--- config.mk ---
export PLATFORM = sky130hd
export DESIGN_NAME = assertion_violation_logger
export DESIGN_NICKNAME = d
export VERILOG_FILES = /design/src/rtl/assertion_violation_logger_pkg.sv /design/src/rtl/assertion_violation_logger_fifo.sv /design/src/rtl/assertion_violation_logger.sv
export SDC_FILE = /design/constraint.sdc
export NUM_CORES = 1
export LEC_CHECK = 0
export ABC_AREA = 1
export BUFFER_PORTS_ARGS = -buffer_cell sky130_fd_sc_hd__buf_2
export CELL_PAD_IN_SITES_DETAIL_PLACEMENT = 0
export CELL_PAD_IN_SITES_GLOBAL_PLACEMENT = 1
export CORE_MARGIN = 8
export CORE_UTILIZATION = 49
export CTS_BUF_LIST = sky130_fd_sc_hd__clkbuf_8 sky130_fd_sc_hd__clkbuf_16
export DETAILED_ROUTE_END_ITERATION = 10
export GPL_TIMING_DRIVEN = 1
export PLACE_DENSITY_LB_ADDON = 0.3
export SYNTH_ARGS = -nofsm -noshare
export SYNTH_HDL_FRONTEND = slang
export SYNTH_SLANG_ARGS = --single-unit
export TNS_END_PERCENT = 100
--- constraint.sdc ---
create_clock -name clk -period 7.8 [get_ports clk]
set_input_delay 1.17 -clock clk [delete_from_list [all_inputs] [get_ports clk]]
set_output_delay 1.17 -clock clk [all_outputs]
set_load 0.02 [all_outputs]
--- src/rtl/assertion_violation_logger_pkg.sv ---
// Shared widths, defaults and entry field layout for the violation logger.
package assertion_violation_logger_pkg;

    localparam int unsigned VEC_WIDTH        = 32;
    localparam int unsigned DEFAULT_DEPTH    = 8;
    localparam int unsigned DEFAULT_TS_WIDTH = 32;

    // Entry layout is {vector, timestamp}: timestamp in the low bits.
    localparam int unsigned ENTRY_TS_LSB = 0;

    // Vector field sits directly above the timestamp field.
    function automatic int unsigned entryVecLsb(input int unsigned tsWidth);
        return ENTRY_TS_LSB + tsWidth;
    endfunction

endpackage

--- src/rtl/assertion_violation_logger_fifo.sv ---
// Synchronous first-word-fall-through FIFO with registered storage.
module violation_fifo #(
    parameter int unsigned WIDTH = 64,
    parameter int unsigned DEPTH = 8
) (
    input  logic                       clk,
    input  logic                       rst,
    input  logic                       push,
    input  logic                       pop,
    input  logic [WIDTH-1:0]           wrData,
    output logic [WIDTH-1:0]           rdData,
    output logic                       full,
    output logic                       empty,
    output logic [$clog2(DEPTH):0]     count
);

    localparam int unsigned AW = $clog2(DEPTH);
    localparam int unsigned CW = AW + 1;

    logic [WIDTH-1:0] mem [DEPTH];
    logic [AW-1:0]    wrPtr;
    logic [AW-1:0]    rdPtr;
    logic             popEff;
    logic             pushEff;

    assign empty   = (count == '0);
    assign full    = (count == CW'(DEPTH));
    // A pop on an empty FIFO is ignored; a push on a full FIFO needs a same-cycle pop.
    assign popEff  = pop && !empty;
    assign pushEff = push && (!full || popEff);
    assign rdData  = empty ? '0 : mem[rdPtr];

    // Pointer and occupancy tracking.
    always_ff @(posedge clk) begin
        if (rst) begin
            wrPtr <= '0;
            rdPtr <= '0;
            count <= '0;
        end else begin
            if (pushEff) wrPtr <= wrPtr + AW'(1);
            if (popEff)  rdPtr <= rdPtr + AW'(1);
            count <= count + CW'(pushEff) - CW'(popEff);
        end
    end

    // Storage write; contents need no reset since count gates visibility.
    always_ff @(posedge clk) begin
        if (pushEff) mem[wrPtr] <= wrData;
    end

endmodule

--- src/rtl/assertion_violation_logger.sv ---
// Captures rising assertion violations with a timestamp into a drainable log.
module assertion_violation_logger
    import assertion_violation_logger_pkg::*;
#(
    parameter int unsigned DEPTH    = DEFAULT_DEPTH,
    parameter int unsigned TS_WIDTH = DEFAULT_TS_WIDTH
) (
    input  logic                       clk,
    input  logic                       rst,
    input  logic                       enable,
    input  logic                       assertionViolated,
    input  logic [VEC_WIDTH-1:0]       assertionsViolated,
    input  logic [VEC_WIDTH-1:0]       violationMask,
    input  logic                       logRead,
    input  logic                       clearSticky,
    output logic                       logValid,
    output logic [VEC_WIDTH-1:0]       logVector,
    output logic [TS_WIDTH-1:0]        logTimestamp,
    output logic [$clog2(DEPTH):0]     logCount,
    output logic                       logOverflow,
    output logic [VEC_WIDTH-1:0]       stickyViolations,
    output logic                       irq
);

    localparam int unsigned EW      = VEC_WIDTH + TS_WIDTH;
    localparam int unsigned VEC_LSB = entryVecLsb(TS_WIDTH);

    logic [VEC_WIDTH-1:0] masked;
    logic [VEC_WIDTH-1:0] prevMasked;
    logic [VEC_WIDTH-1:0] newBits;
    logic [TS_WIDTH-1:0]  tsCount;
    logic [EW-1:0]        pushEntry;
    logic [EW-1:0]        headEntry;
    logic                 pushReq;
    logic                 dropEvent;
    logic                 fifoFull;
    logic                 fifoEmpty;
    logic                 unusedSummary;

    // The fabric OR-summary is redundant with the per-assertion vector.
    assign unusedSummary = assertionViolated;

    assign masked    = assertionsViolated & ~violationMask;
    assign newBits   = masked & ~prevMasked;
    assign pushReq   = enable && (newBits != '0);
    // When full, a same-cycle read frees a slot (logRead is effective since full implies non-empty).
    assign dropEvent = pushReq && fifoFull && !logRead;
    assign pushEntry = {newBits, tsCount};

    violation_fifo #(
        .WIDTH (EW),
        .DEPTH (DEPTH)
    ) uFifo (
        .clk    (clk),
        .rst    (rst),
        .push   (pushReq),
        .pop    (logRead),
        .wrData (pushEntry),
        .rdData (headEntry),
        .full   (fifoFull),
        .empty  (fifoEmpty),
        .count  (logCount)
    );

    assign logValid     = !fifoEmpty;
    assign logVector    = headEntry[VEC_LSB +: VEC_WIDTH];
    assign logTimestamp = headEntry[ENTRY_TS_LSB +: TS_WIDTH];
    assign irq          = logValid | logOverflow;

    // Edge-detect history tracks the masked levels regardless of enable.
    always_ff @(posedge clk) begin
        if (rst) prevMasked <= '0;
        else     prevMasked <= masked;
    end

    // Free-running timestamp, paused while logging is disabled.
    always_ff @(posedge clk) begin
        if (rst)         tsCount <= '0;
        else if (enable) tsCount <= tsCount + TS_WIDTH'(1);
    end

    // Sticky summary and overflow; same-cycle set conditions win over a clear.
    always_ff @(posedge clk) begin
        if (rst) begin
            stickyViolations <= '0;
            logOverflow      <= 1'b0;
        end else begin
            stickyViolations <= (clearSticky ? '0 : stickyViolations)
                              | (enable ? masked : '0);
            if (dropEvent)        logOverflow <= 1'b1;
            else if (clearSticky) logOverflow <= 1'b0;
        end
    end

endmodule
==> flow_summary_export.csv, run 1 <==
group,metric,value,unit
clock_tree,clockBufferDepth,3,
setup_path,cp-start-kind,"register",
power_and_ir_drop,vdd_ir_drop_max,0.277,mV
sta,holdWs,0.474,ns
power_and_ir_drop,p_int,6.01,mW
power_and_ir_drop,pwr-share-seq,43.8,%
setup_path,cp.required,6.63,ns
flow_run,cap_viol_max_count,0,
sta,fmax,177,MHz
clock_tree,cts.sinks,622,
clock_tree,numCtsBuffers,59,
sta,final_hold_viol_count,0,
routing,drt_wl_total,59.4,mm
cells_and_area,final_common_cell,"edfxtp_1",
power_and_ir_drop,net-switching-power,2.88,mW
sta,skew,0.0201,ns
placed_design,io_buffer_count,171,
setup_path,r2r-start,"uFifo.count[2]",
sta,tightest_slew,1.21,ns
grt,antenna_found_initial,2,
yosys,yosys_warnings,0,
routing,via_count,16400,
routing,via_per_inst,5.55,
clock_tree,cts_tree,"done",
routing,wl_met3,4.55,mm
sta,tns,0,ns
run_status,status,"completed",
grt,grt_pass1_wl,90.6,mm
placed_design,dpl_worst_slack,2.78,ns
grt,grt_max_degree,170,
grt,grt_use_total,20.4,%
setup_path,reg2reg_depth,12,
floorplanning,core_area,49800,sq um
sta,period_needed,5.64,ns
power_and_ir_drop,pwr-share-comb,24.9,%
clock_tree,postCtsHoldBufs,0,
clock_tree,cts-root-buf,"clkbuf_16",
power_and_ir_drop,p_sw_share,32.4,%
placed_design,dp.final_hpwl,32.9,mm
routing,detail-route-antenna-nets,0,
cells_and_area,nets,2306,
clock_tree,clk_pin_slew,0.06,ns
yosys,netlist_instances,2093,
clock_tree,clkLatencyLatePin,0.62,ns
sta,setup_slack,2.16,ns
placed_design,place.gp.congestion,0.767,
clock_tree,cts_htree_levels,2,
setup_path,timing.rr.end,"uFifo.mem[1][23]",
cells_and_area,area_growth,13.8,%
yosys,syn_area,24500,sq um
clock_tree,cts_resized,0,
sta,slew_headroom,19.3,%
routing,dr_wl_met2,27.0,mm
yosys,synth_fp_nets,2173,
yosys,avgSynthCellArea,11.7,sq um
routing,drt_iter0_markers,1326,
floorplanning,rows,82,
yosys,ys_seq_area_share,71.7,%
power_and_ir_drop,p_leak,10.3,nW
cells_and_area,diodes,0,
floorplanning,start_util,49.3,%
clock_tree,postCtsSetupRepairBufs,0,
routing,highest_layer,"met5",
floorplanning,die-area,57500,sq um
yosys,synth_seq_cells,622,
floorplanning,die_h,240,um
sta,rsz0062_at_grt,"false",
setup_path,cp_max_fo,102,
cells_and_area,layout_common_cells,"edfxtp_1 (512), nor2_1 (470), o21ai_0 (335), buf_2 (171), inv_1 (140)",
floorplanning,die_x,240,um
routing,wl_met1,26.7,mm
cells_and_area,final_area,27900,sq um
grt,grt_pass1_vias,15500,
placed_design,place_area,26000,sq um
sta,setup-violations-final,0,
setup_path,cp.arrival,4.47,ns
setup_path,end_kind,"primary output",
grt,overflow,0,
cells_and_area,drive_gt1_share,13.7,%
routing,wl_per_cell,20.2,um
routing,dr.pass1.iters,5,
sta,period_share,72.4,%
sta,final_max_slew_viol_count,0,
power_and_ir_drop,p_total,8.89,mW
setup_path,criticalPathCategory,"register to primary output",
hold_path,hold_class,"register to register",
power_and_ir_drop,powerDensity,319,nW/um^2
floorplanning,ioPinCount,173,
power_and_ir_drop,clock_power_share,31.3,%
yosys,synth_cell_types,36,
setup_path,crit_path_end,"logVector[0]",
setup_path,rrSetupSlack,3.59,ns
routing,drc,0,
kinds of logic (layout without fill, tap and decap cells):
group,Yosys count,in the layout,synth area share [%]
simple gates,679,679,11.5
flops,622,622,71.7
xor+xnor,6,6,0.214
compound gates,525,525,12.1
fa+ha+maj,10,10,0.541
buf+inv,251,435,3.97
worst max-delay path, cell delays in order (launching register included):
cell and delay [ns]:
dfxtp_4 0.80, buf_4 0.84, buf_4 0.91, o21ai_0 0.22, o22ai_1 0.19, o21ai_0 0.10, a31oi_1 0.40, buf_2 0.26
final cells by class:
class,instances,area (sq um)
clock buffers,64,1560
clock inverters,48,362
fillers,4091,21900
inverters,127,485
multi-input cells,1220,6030
flip-flops and latches,622,17600
well taps,672,841
repair buffers,196,1040
per-stage QoR:
step	instances	utilization, %
after floorplan	2093	-
after global placement	2837	52.2
after detailed placement	2837	52.2
after CTS	2949	56.1
after global routing	2949	56.1
final	2949	56.1
power groups by stage:
stage / logic, mW / clock network, mW / registers [mW]
floorplan: 1.50 / 0 / 3.91
global placement: 2.20 / 0 / 3.96
detailed placement: 2.23 / 0 / 3.97
CTS: 2.24 / 2.83 / 3.90
global route: 2.45 / 2.96 / 3.91
finish: 2.21 / 2.78 / 3.89
routing by layer:
metal  global-route usage, %  vias to the layer above
met1                    29.3                     7996
met4                    5.46                        4
li1                        -                     7735
met2                    31.6                      539
met5                       0                        -
met3                    4.18                       81
worst min-delay path by stage:
stage / from / endpoint / slack (ns) / depth (start not counted)
3_5_place_dp: uFifo.rdPtr[2] / uFifo.rdPtr[2] / 0.46 / 2
4_1_cts: uFifo.rdPtr[2] / register / 0.47 / 2
6_report: uFifo.rdPtr[2] / register / 0.47 / 2
3_3_place_gp: uFifo.rdPtr[2] / uFifo.rdPtr[2] / 0.44 / 2
5_1_grt: uFifo.rdPtr[2] / register / 0.49 / 2
2_1_floorplan: uFifo.rdPtr[2] / register / 0.43 / 2
state kept, by name, indices dropped and copies added (netlist names), named ones only:
register	flops
logOverflow	1
uFifo.mem	512
prevMasked	32
uFifo.wrPtr	3
tsCount	32
uFifo.count	4
stickyViolations	32
uFifo.rdPtr	3
synth_stat cells:
cell | number | share of area [%]
clkbuf_1 | 85 | 1.3
a32o_1 | 32 | 1.3
nand2_2 | 3 | 0.077
nor3b_1 | 3 | 0.092
nor2_2 | 2 | 0.051
nand2_1 | 106 | 1.6
nor3_4 | 1 | 0.066
inv_1 | 126 | 1.9
buf_1 | 15 | 0.23
nand3_1 | 24 | 0.49
a21oi_1 | 24 | 0.49
fa_1 | 1 | 0.082
a31oi_1 | 65 | 1.7
xor2_1 | 6 | 0.21
nand3_4 | 1 | 0.071
nor2_4 | 2 | 0.092
nor3_1 | 14 | 0.29
o21ai_0 | 335 | 6.8
dfxtp_1 | 110 | 9.0
edfxtp_1 | 512 | 63
buf_4 | 1 | 0.031
and3_1 | 1 | 0.026
inv_2 | 1 | 0.015
buf_2 | 23 | 0.47
o21a_1 | 1 | 0.031
or2_2 | 1 | 0.026
nand3b_1 | 28 | 0.86
nand4_1 | 14 | 0.36
a211oi_1 | 2 | 0.061
nor2_1 | 474 | 7.3
nand3_2 | 1 | 0.041
o21ai_1 | 2 | 0.041
o22ai_1 | 64 | 1.6
nor4_1 | 2 | 0.051
ha_1 | 9 | 0.46
nor3_2 | 2 | 0.082
No activity file was read; power rests on OpenSTA's default activity.
==> run 2, diff against run 1 <==
--- a/config.mk
+++ b/config.mk
@@ -10,7 +10,7 @@
 export CELL_PAD_IN_SITES_DETAIL_PLACEMENT = 0
 export CELL_PAD_IN_SITES_GLOBAL_PLACEMENT = 1
 export CORE_MARGIN = 8
-export CORE_UTILIZATION = 49
+export CORE_UTILIZATION = 44
 export CTS_BUF_LIST = sky130_fd_sc_hd__clkbuf_8 sky130_fd_sc_hd__clkbuf_16
 export DETAILED_ROUTE_END_ITERATION = 10
 export GPL_TIMING_DRIVEN = 1
==> constraint.sdc (replaced) <==
create_clock -name clk -period 5.1 [get_ports clk]
set_input_delay 0.765 -clock clk [delete_from_list [all_inputs] [get_ports clk]]
set_output_delay 0.765 -clock clk [all_outputs]
set_load 0.02 [all_outputs]
==> run 2 against run 1 <==
Compared with the run above: worst hold slack worse by 0.082 ns; critical path depth shrank 1; clock skew up 0.0083 ns; largest power group unchanged; first-iteration DRC count rose by 2.3%; largest cell class unchanged; total power up 54%; cell area grew 0.75%; sequential share of layout area down 0.47 points; die area grew 11%; critical endpoint unchanged; clock power increased by 52%; cell count rose by 2.7%.
==> flow_summary_export.csv, run 2 (synthesis results as in run 1) <==
group,metric,value,unit
grt,grt_pass1_wl,93.5,mm
setup_path,crit_path_max_incr_delay,0.64,ns
grt,grt_max_degree,129,
cells_and_area,drive_gt1_share,13.6,%
clock_tree,clk_pin_slew,0.06,ns
floorplanning,rows,86,
setup_path,cp.required,4.34,ns
cells_and_area,largest-register,"uFifo.mem",
sta,final_hold_viol_count,0,
clock_tree,cts-root-buf,"clkbuf_16",
cells_and_area,nets,2309,
routing,wl_per_cell,20.2,um
grt,antenna_found_initial,0,
placed_design,place_area,26200,sq um
clock_tree,cts_htree_levels,2,
sta,setup-violations-final,0,
sta,period_needed,3.88,ns
cells_and_area,layout.cells.non_filler,3028,
cells_and_area,diodes,0,
power_and_ir_drop,net-switching-power,4.49,mW
cells_and_area,area_growth,14.6,%
power_and_ir_drop,p_leak,10.3,nW
routing,drt_wl_total,61.3,mm
placed_design,placed_cells,2916,
clock_tree,postCtsSetupRepairBufs,0,
sta,fmax,258,MHz
cells_and_area,largest_reg_flops,512,
clock_tree,numCtsBuffers,59,
grt,overflow,0,
setup_path,end_kind,"primary output",
setup_path,crit_chain,"buf_4 -> o21ai_0 -> o22ai_1 -> o21ai_0 -> a31oi_1 -> buf_2",
routing,via_per_inst,5.36,
setup_path,cp_max_fo,70,
setup_path,path_delay_family,"compound AO/OA/AOI/OAI gates",
sta,setup_slack,1.22,ns
setup_path,criticalPathCategory,"register to primary output",
placed_design,io_buffer_count,171,
clock_tree,cts_tree,"done",
sta,rsz0062_at_grt,"false",
floorplanning,die-area,63500,sq um
clock_tree,cts.sinks,622,
setup_path,cpMostUsedCell,"o21ai_0",
clock_tree,clockBufferDepth,3,
floorplanning,die_x,252,um
power_and_ir_drop,pwr-share-seq,42.8,%
floorplanning,die_h,252,um
power_and_ir_drop,clock_power_share,30.8,%
setup_path,cp.arrival,3.12,ns
placed_design,place.gp.congestion,0.776,
routing,detail-route-antenna-nets,0,
placed_design,dp.final_hpwl,34.2,mm
routing,via_count,16200,
grt,grt_use_total,18.8,%
clock_tree,clkLatencyLatePin,0.63,ns
routing,drc,0,
run_status,status,"completed",
routing,dr.pass1.iters,5,
sta,skew,0.0284,ns
floorplanning,core_area,55100,sq um
placed_design,dpl_worst_slack,1.59,ns
sta,slew_headroom,23.3,%
hold_path,hold_class,"input pin to register",
power_and_ir_drop,powerDensity,486,nW/um^2
power_and_ir_drop,pwr-share-comb,26.3,%
sta,tightest_slew,1.15,ns
setup_path,path_buf_inv,2,
cells_and_area,layout_common_cells,"edfxtp_1 (512), nor2_1 (470), o21ai_0 (335), buf_2 (171), inv_1 (139)",
cells_and_area,final_common_cell,"edfxtp_1",
power_and_ir_drop,p_sw_share,32.9,%
clock_tree,cts_resized,0,
setup_path,cp-start-kind,"register",
power_and_ir_drop,vdd_ir_drop_max,0.290,mV
setup_path,cpMaxStageDelayCell,"buf_4",
floorplanning,ioPinCount,173,
routing,drt_iter0_markers,1357,
sta,tns,0,ns
sta,period_share,76.1,%
flow_run,cap_viol_max_count,0,
grt,grt_pass1_vias,16200,
clock_tree,postCtsHoldBufs,0,
floorplanning,start_util,44.5,%
cells_and_area,final_area,28100,sq um
power_and_ir_drop,p_int,9.17,mW
sta,final_max_slew_viol_count,0,
[run 2: cell count changes in the layout (fill, tap and decap cells not counted), sizes merged]
cell	before	now
buf	196	199
clkinv	24	27
inv	146	144
bufinv	5	4
[run 2: worst register-to-register path: stages, from the launching register on]
cell and delay [ns]:
dfxtp_1 0.33, inv_1 0.07, ha_1 0.21, nand3_2 0.46, inv_1 0.12, nor2_2 0.27, inv_1 0.10, nand2_1 0.13
nand4_1 0.42, nor3_4 0.28, buf_4 0.69
[run 2: path summary, 6_finish.rpt]
kind | from | to | slack [ns] | cells past startpoint
setup / recovery | register | logVector[0] | 1.22 | 6
hold / removal | assertionsViolated[9] | prevMasked[9] | 0.39 | 3
setup reg to reg | uFifo.count[2] | uFifo.mem[5][57] | 1.63 | 10
hold reg to reg | uFifo.rdPtr[2] | uFifo.rdPtr[2] | 0.48 | 2
[run 2: metal layers]
metal / GRT usage, % / wire length [um] / up-vias
li1: - / - / 7741
met2: 30.1 / 28000 / 472
met1: 26.2 / 27900 / 7947
met3: 4.24 / 4420 / 81
met4: 4.31 / 946 / 0
met5: 0 / 0 / -
[run 2: stage by stage]
step	utilization, %	hold slack, ns	power [mW]
2_1_floorplan	-	0.433	8.27
3_3_place_gp	47.6	0.452	9.52
3_5_place_dp	47.6	0.455	9.60
4_1_cts	51.0	0.356	13.8
5_1_grt	51.0	0.369	14.3
6_report	51.0	0.392	13.7
[run 2: final cells by class]
| class | instances | area (sq um) |
|---|---|---|
| Clock buffer | 64 | 1560 |
| Sequential cell | 622 | 17600 |
| Multi-Input combinational cell | 1220 | 6030 |
| Inverter | 127 | 485 |
| Timing Repair Buffer | 199 | 1190 |
| Clock inverter | 48 | 323 |
| Tap cell | 748 | 936 |
| Fill cell | 4798 | 27000 |
[run 2: power groups by stage]
| stage | registers [mW] | clock network [mW] | logic (mW) |
|---|---|---|---|
| finish | 5.85 | 4.22 | 3.59 |
| global route | 5.87 | 4.48 | 3.96 |
| CTS | 5.85 | 4.29 | 3.65 |
| detailed placement | 5.96 | 0 | 3.63 |
| global placement | 5.95 | 0 | 3.57 |
| floorplan | 5.98 | 0 | 2.29 |
